$ cat config.mk
export PLATFORM = sky130hd
export DESIGN_NAME = wb_stage
export DESIGN_NICKNAME = d
export VERILOG_FILES = /design/src/rtl/wb_stage_pkg.sv /design/src/rtl/wb_stage.sv
export SDC_FILE = /design/constraint.sdc
export NUM_CORES = 1
export LEC_CHECK = 0
export CORE_AREA = 2 2 287 289
export DETAILED_ROUTE_END_ITERATION = 10
export DIE_AREA = 0 0 289 291
export PLACE_DENSITY_LB_ADDON = 0.2
export SYNTH_ARGS = -nofsm -noshare
export SYNTH_HDL_FRONTEND = slang
export SYNTH_SLANG_ARGS = --single-unit
$ cat constraint.sdc
create_clock -name clk -period 4.65 [get_ports clk]
set_clock_uncertainty 0.05 [all_clocks]
set_input_delay 0.465 -clock clk [delete_from_list [all_inputs] [get_ports clk]]
set_output_delay 0.465 -clock clk [all_outputs]
set_load 0.02 [all_outputs]
$ cat src/rtl/wb_stage_pkg.sv
// Types shared by the writeback stage and its neighbours: decoded-op view, WB FSM states, result sources.
package wb_stage_pkg;

  localparam int INST_RD_W = 5;

  typedef struct packed {
    logic [INST_RD_W-1:0] rd;
    logic                 writes_rd;
    logic                 is_load;
    logic                 is_atomic;
    logic                 is_jump;
  } decoded_inst_t;

  typedef enum logic [1:0] {
    S_RUN   = 2'd0,
    S_TRAP  = 2'd1,
    S_FLUSH = 2'd2
  } wb_state_t;

  typedef enum logic [1:0] {
    WB_ALU    = 2'd0,
    WB_LOAD   = 2'd1,
    WB_ATOMIC = 2'd2,
    WB_LINK   = 2'd3
  } wb_sel_t;

endpackage

$ cat src/rtl/wb_stage.sv
// Writeback stage: MEM/WB register, result select, register-file write/bypass,
// trap commit handshake with one-cycle flush, and the retired-instruction counter.
module wb_stage
  import wb_stage_pkg::*;
#(
  parameter int XLEN      = 64,
  parameter int RF_ADDR_W = 5
) (
  input  logic                 clk,
  input  logic                 reset_n,
  input  decoded_inst_t        mem_inst,
  input  logic [XLEN-1:0]      mem_pc,
  input  logic [XLEN-1:0]      mem_ex_data,
  input  logic [XLEN-1:0]      mem_rdata,
  input  logic [XLEN-1:0]      mem_atomic_res,
  input  logic                 mem_is_bubble,
  input  logic                 mem_trapped,
  input  logic [XLEN-1:0]      mem_trap_cause,
  input  logic [XLEN-1:0]      mem_trap_val,
  input  logic                 mem_advance,
  output logic                 wb_stall,
  output logic                 rf_wen,
  output logic [RF_ADDR_W-1:0] rf_waddr,
  output logic [XLEN-1:0]      rf_wdata,
  output logic                 trap_valid,
  input  logic                 trap_ready,
  output logic [XLEN-1:0]      trap_pc,
  output logic [XLEN-1:0]      trap_cause,
  output logic [XLEN-1:0]      trap_val,
  output logic                 wb_flush,
  output logic [63:0]          instret
);

  wb_state_t       state_q, state_next;
  decoded_inst_t   inst_p0;
  logic [XLEN-1:0] pc_p0, ex_data_p0, rdata_p0, atomic_res_p0, cause_p0, tval_p0;
  logic            trapped_p0, vld_p0;
  logic            capture;
  wb_sel_t         sel;
  logic [XLEN-1:0] result;
  logic            count_en;
  logic [63:0]     instret_q, instret_next;

  assign capture = mem_advance && !wb_stall;

  // MEM -> WB register; a trapped op stays resident while the CSR handshake runs
  always_ff @(posedge clk or negedge reset_n) begin
    if (!reset_n) begin
      vld_p0        <= 1'b0;
      inst_p0       <= '0;
      pc_p0         <= '0;
      ex_data_p0    <= '0;
      rdata_p0      <= '0;
      atomic_res_p0 <= '0;
      trapped_p0    <= 1'b0;
      cause_p0      <= '0;
      tval_p0       <= '0;
    end else if (capture) begin
      vld_p0        <= !mem_is_bubble;
      inst_p0       <= mem_inst;
      pc_p0         <= mem_pc;
      ex_data_p0    <= mem_ex_data;
      rdata_p0      <= mem_rdata;
      atomic_res_p0 <= mem_atomic_res;
      trapped_p0    <= mem_trapped;
      cause_p0      <= mem_trap_cause;
      tval_p0       <= mem_trap_val;
    end else if (state_q != S_TRAP) begin
      vld_p0 <= 1'b0;
    end
  end

  always_comb begin
    sel = WB_ALU;
    if (inst_p0.is_atomic)    sel = WB_ATOMIC;
    else if (inst_p0.is_load) sel = WB_LOAD;
    else if (inst_p0.is_jump) sel = WB_LINK;
  end

  always_comb begin
    result = ex_data_p0;
    case (sel)
      WB_ATOMIC: result = atomic_res_p0;
      WB_LOAD:   result = rdata_p0;
      WB_LINK:   result = pc_p0 + XLEN'(4);
      default:   result = ex_data_p0;
    endcase
  end

  // The write port doubles as the WB->EX forward source
  assign rf_wen   = vld_p0 && !trapped_p0 && inst_p0.writes_rd && (inst_p0.rd != '0);
  assign rf_waddr = RF_ADDR_W'(inst_p0.rd);
  assign rf_wdata = result;

  assign trap_pc    = pc_p0;
  assign trap_cause = cause_p0;
  assign trap_val   = tval_p0;

  always_ff @(posedge clk or negedge reset_n) begin
    if (!reset_n) state_q <= S_RUN;
    else          state_q <= state_next;
  end

  always_comb begin
    state_next = state_q;
    wb_stall   = 1'b0;
    trap_valid = 1'b0;
    wb_flush   = 1'b0;
    case (state_q)
      S_RUN: begin
        if (mem_advance && !mem_is_bubble && mem_trapped) state_next = S_TRAP;
      end
      S_TRAP: begin
        wb_stall   = 1'b1;
        trap_valid = 1'b1;
        if (trap_ready) state_next = S_FLUSH;
      end
      S_FLUSH: begin
        wb_stall   = 1'b1;
        wb_flush   = 1'b1;
        state_next = S_RUN;
      end
      default: state_next = S_RUN;
    endcase
  end

  assign count_en     = vld_p0 && !trapped_p0 && (state_q == S_RUN);
  assign instret_next = count_en ? instret_q + 64'd1 : instret_q;

  always_ff @(posedge clk or negedge reset_n) begin
    if (!reset_n) instret_q <= '0;
    else          instret_q <= instret_next;
  end

  assign instret = instret_q;

  // Hazard unit must hold MEM while WB is stalled
  assert property (@(posedge clk) disable iff (!reset_n) !(mem_advance && wb_stall));

endmodule

==> summary.md <==
| Metric | Value |
|---|---|
| Hold Path Class | `primary input to flip-flop` |
| Area Overhead vs Synth | `51.7%` |
| Kind of critical path | `flip-flop to output pin` |
| Synth top cells by count | `dfrtp_1, mux2_2, nor2_1` |
| Slew @ Worst Pin | `about 910 ps` |
| Sink Count | `about 460` |
| CP Capture Type | `output pin` |
| Max-Cap Viols | `0` |
| Postcts setup bufs | `0` |
| Crit share post-route | `between 90% and 100%` |
| Max-slew violation count | `0` |
| CTS tree | `built` |
| Final Critical Period | `roughly 4400 ps` |
| Largest family of logic cells by synthesized area | `multiplexers` |
| Multi-input logic area | `8650 µm²` |
| Cells after Synth | `about 1,700` |
| Total core area | `about 81,000 µm²` |
| Worst vdd ir | `375 µV` |
| Compound-Gate Fraction of Synth Area | `between 6 and 7%` |
| DRT iter0 DRCs | `835` |
| Slowest CP cell | `clkdlybuf4s50_1` |
| WHS | `about 380 ps` |
| Post-DP HPWL | `roughly 65 mm` |
| Routed len/inst | `between 20 and 25 µm` |
| Placed Cells | `roughly 3,400` |
| CP required | `between 4000 and 5000 ps` |
| DRC | `0` |
| Post-synthesis simple-gate area fraction | `9.16%` |
| Largest net degree at the start of global routing | `107` |
| Crit Reg-Reg Startpoint | `state_q[1]` |
| Comb power frac | `50.3%` |
| PortBufs | `727` |
| Net Sw Frac | `slightly below 40%` |
| Site Rows | `approximately 110` |
| Arr. time, crit path | `3880 ps` |
| Routability cong. | `0.837` |
| Die span in x | `289 µm` |
| Die Span Y | `approximately 290 µm` |
| First-pass GRT wire length | `about 120 mm` |
| Leakage Power | `12.3 nW` |
| Crit-path max cell delay | `~670 ps` |
| FF/Latch Area | `11,500 µm²` |
| Fraction of registers with async set/reset | `between 90% and 100%` |
| Cell Chain, Critical Path | `nand3_1 -> nor4_2 -> nand4_1 -> buf_4 -> or4_1 -> a21oi_1 -> o22a_1 -> clkdlybuf4s50_1` |
| Register area share after synthesis | `56.0%` |
| Count leader, synth | `dfrtp_1` |
| Adder-Cell Fraction of Synth Area | `0.365%` |
| Fill cells | `approximately 7,900` |
| Post-Layout Inst Area | `roughly 31,000 µm²` |
| Hold path start | `mem_pc[6]` |
| Pint | `approximately 14 mW` |
| Clock Power Share | `between 10% and 20%` |
| Full die area | `between 80,000 and 90,000 µm²` |
| Post-synth top flop | `dfrtp_1` |
| Status | `complete, no violations` |
| Root buf cell | `clkbuf_16` |
| Switching pwr | `9.30 mW` |
| Synth top area cells | `dfrtp_1, mux2_2, xnor2_1` |
| Ports | `728` |
| Unique masters post-synth | `52` |
| DRT antenna net count | `0` |
| GRT Total Usage | `between 10% and 20%` |
| Crit. Startpoint | `trap_pc[17]` |
| Placed inst area | `slightly below 30,000 µm²` |
| Cts bufs inserted | `between 50 and 60` |
| Final Power | `between 20 and 25 mW` |
| Mux share of post-synthesis cell area | `a little over a fifth` |
| Post-Syn Area per Cell | `12.4 µm²` |
| Initial core utilization | `between 20% and 30%` |
| Number of synthesized register bits | `between 400 and 500` |
| CTS H-Tree Depth | `2` |
| Initial antenna violation count | `29` |
| Xor/xnor share of the synthesized area | `just under 5%` |
| Slew HR | `38.0%` |
| Fmax | `228 MHz` |
| Synthesis Warnings | `0` |
| CP bufs+invs | `2` |
| Final setup vio count | `0` |
| TNS Setup | `0 ps` |
| Crit Path Max Fanout | `14` |
| CP startpoint kind | `flip-flop` |
| Via/cell ratio | `4.65` |
| Pre-antenna DRT Iters | `5` |
| Number of global-route vias before repair | `roughly 18,000` |
| Yosys top cell by area | `dfrtp_1` |
| DR vias | `around 16,000` |
| Unrepaired setup endpoints after global routing | `no` |
| CP top delay family | `simple AND/OR/NAND/NOR gates` |
| Power density over the cells | `756 nW/µm²` |
| Fin. Hold Viols | `0` |
| Synthesized Nets | `approximately 2,100` |
| Number of synthesized flops with an enable pin | `0` |
| Reg power frac | `between 30% and 40%` |
| Layout cell share with drive strength beyond 1 | `21.8%` |
| Final std cells w/o fill | `between 3,000 and 4,000` |
| Fin nets | `2,809` |
| Mapped Area | `between 20,000 and 25,000 µm²` |
| Drt total wl | `about 85 mm` |
| Worst-path clk slew | `60 ps` |
| Synth top area share | `56.0%` |
| GRT overflow | `0` |
| Worst skew pair latency | `about 590 ps` |
| Clk buf depth | `3` |
## sequential cells by signal (all words and copies together), names as in the netlist
register       count
atomic_res_p0     64
ex_data_p0        64
inst_p0            4
instret           64
rdata_p0          64
rf_waddr           5
state_q            2
trap_cause        64
trap_pc           64
trap_val          64
trapped_p0         1
vld_p0             1
## final cells by class
class	instances	share of cell area (%)
diodes	6	0.0481
clock buffers	84	5.24
clock inverters	14	0.777
inverters	26	0.312
multi-input cells	1090	27.7
flip-flops and latches	461	37.0
well taps	1070	4.29
repair buffers	770	24.7
## layer usage
metal	track usage [%]	vias up	part of all wire, %
met2	35.7	546	51
met3	7.36	148	8.8
met4	5.36	40	2.6
li1	-	7483	-
met5	0	-	0.31
met1	22.0	8161	37
## path summary, 6_finish.rpt
path	depth (start not counted)	slack (ps)	to
worst min-delay path	3	380	trap_pc[6]
max in group asynchronous	3	2890	trap_cause[22]
worst min register to register	1	410	instret[63]
worst max-delay path	8	260	rf_wdata[48]
min in group asynchronous	2	460	trap_val[2]
worst max register to register	8	1850	instret[54]
## worst min-delay path, stage by stage
cell	delay [ps]
clkdlybuf4s50_1	410
nand2_1	50
o21ai_0	60
## per-stage QoR
stage	util [%]	setup WS [ps]
after global routing	38.5	5.02
after detailed placement	36.1	771
final	38.5	255
after global placement	36.1	733
after floorplan	-	1790
after CTS	38.4	92.4
## cell usage in the layout, fill, tap and decap left out, types with 7 or more instances in the layout
cell type,n
clkdlybuf4s50_1,725
dfrtp_1,459
mux2_2,385
nor2_1,122
xnor2_1,87
a21oi_1,82
nand2_1,78
clkbuf_16,55
nand4_1,45
nand3_1,42
buf_4,35
o21ai_0,27
xor2_1,27
inv_1,25
nor3_1,25
a221oi_1,18
clkbuf_8,15
o221ai_1,14
o22ai_1,14
clkbuf_1,14
a22oi_1,12
nor4_1,11
or3_1,9
o2bb2ai_1,9
and3_1,8
buf_12,8
and4_1,7
## power by group through the flow
stage               Clock, mW  Sequential (mW)  Combinational (mW)
CTS                      4.66             7.24                12.0
global route             4.84             7.49                12.6
floorplan                   0             7.93                5.48
global placement            0             7.20                11.9
detailed placement          0             7.29                12.0
finish                   4.51             7.23                11.9
## cells by family (layout without fill, tap and decap cells)
kind of cell	Yosys count	after routing
buffers and inverters	115	894
AO/OA/AOI/OAI	201	201
AND/OR/NAND/NOR	383	383
multiplexers	385	385
XOR/XNOR	115	115
flip-flops	461	461
other	0	6
adder cells (fa/ha/maj)	6	6
## what timing repair did
action | in CTS | in global routing
endpoints found under the hold margin | 94 | 0
setup endpoints to repair | 0 | 6
hold buffers | 1 | 0
resized for setup | 0 | 3
Note: power is estimated with default switching activity, not from simulation.
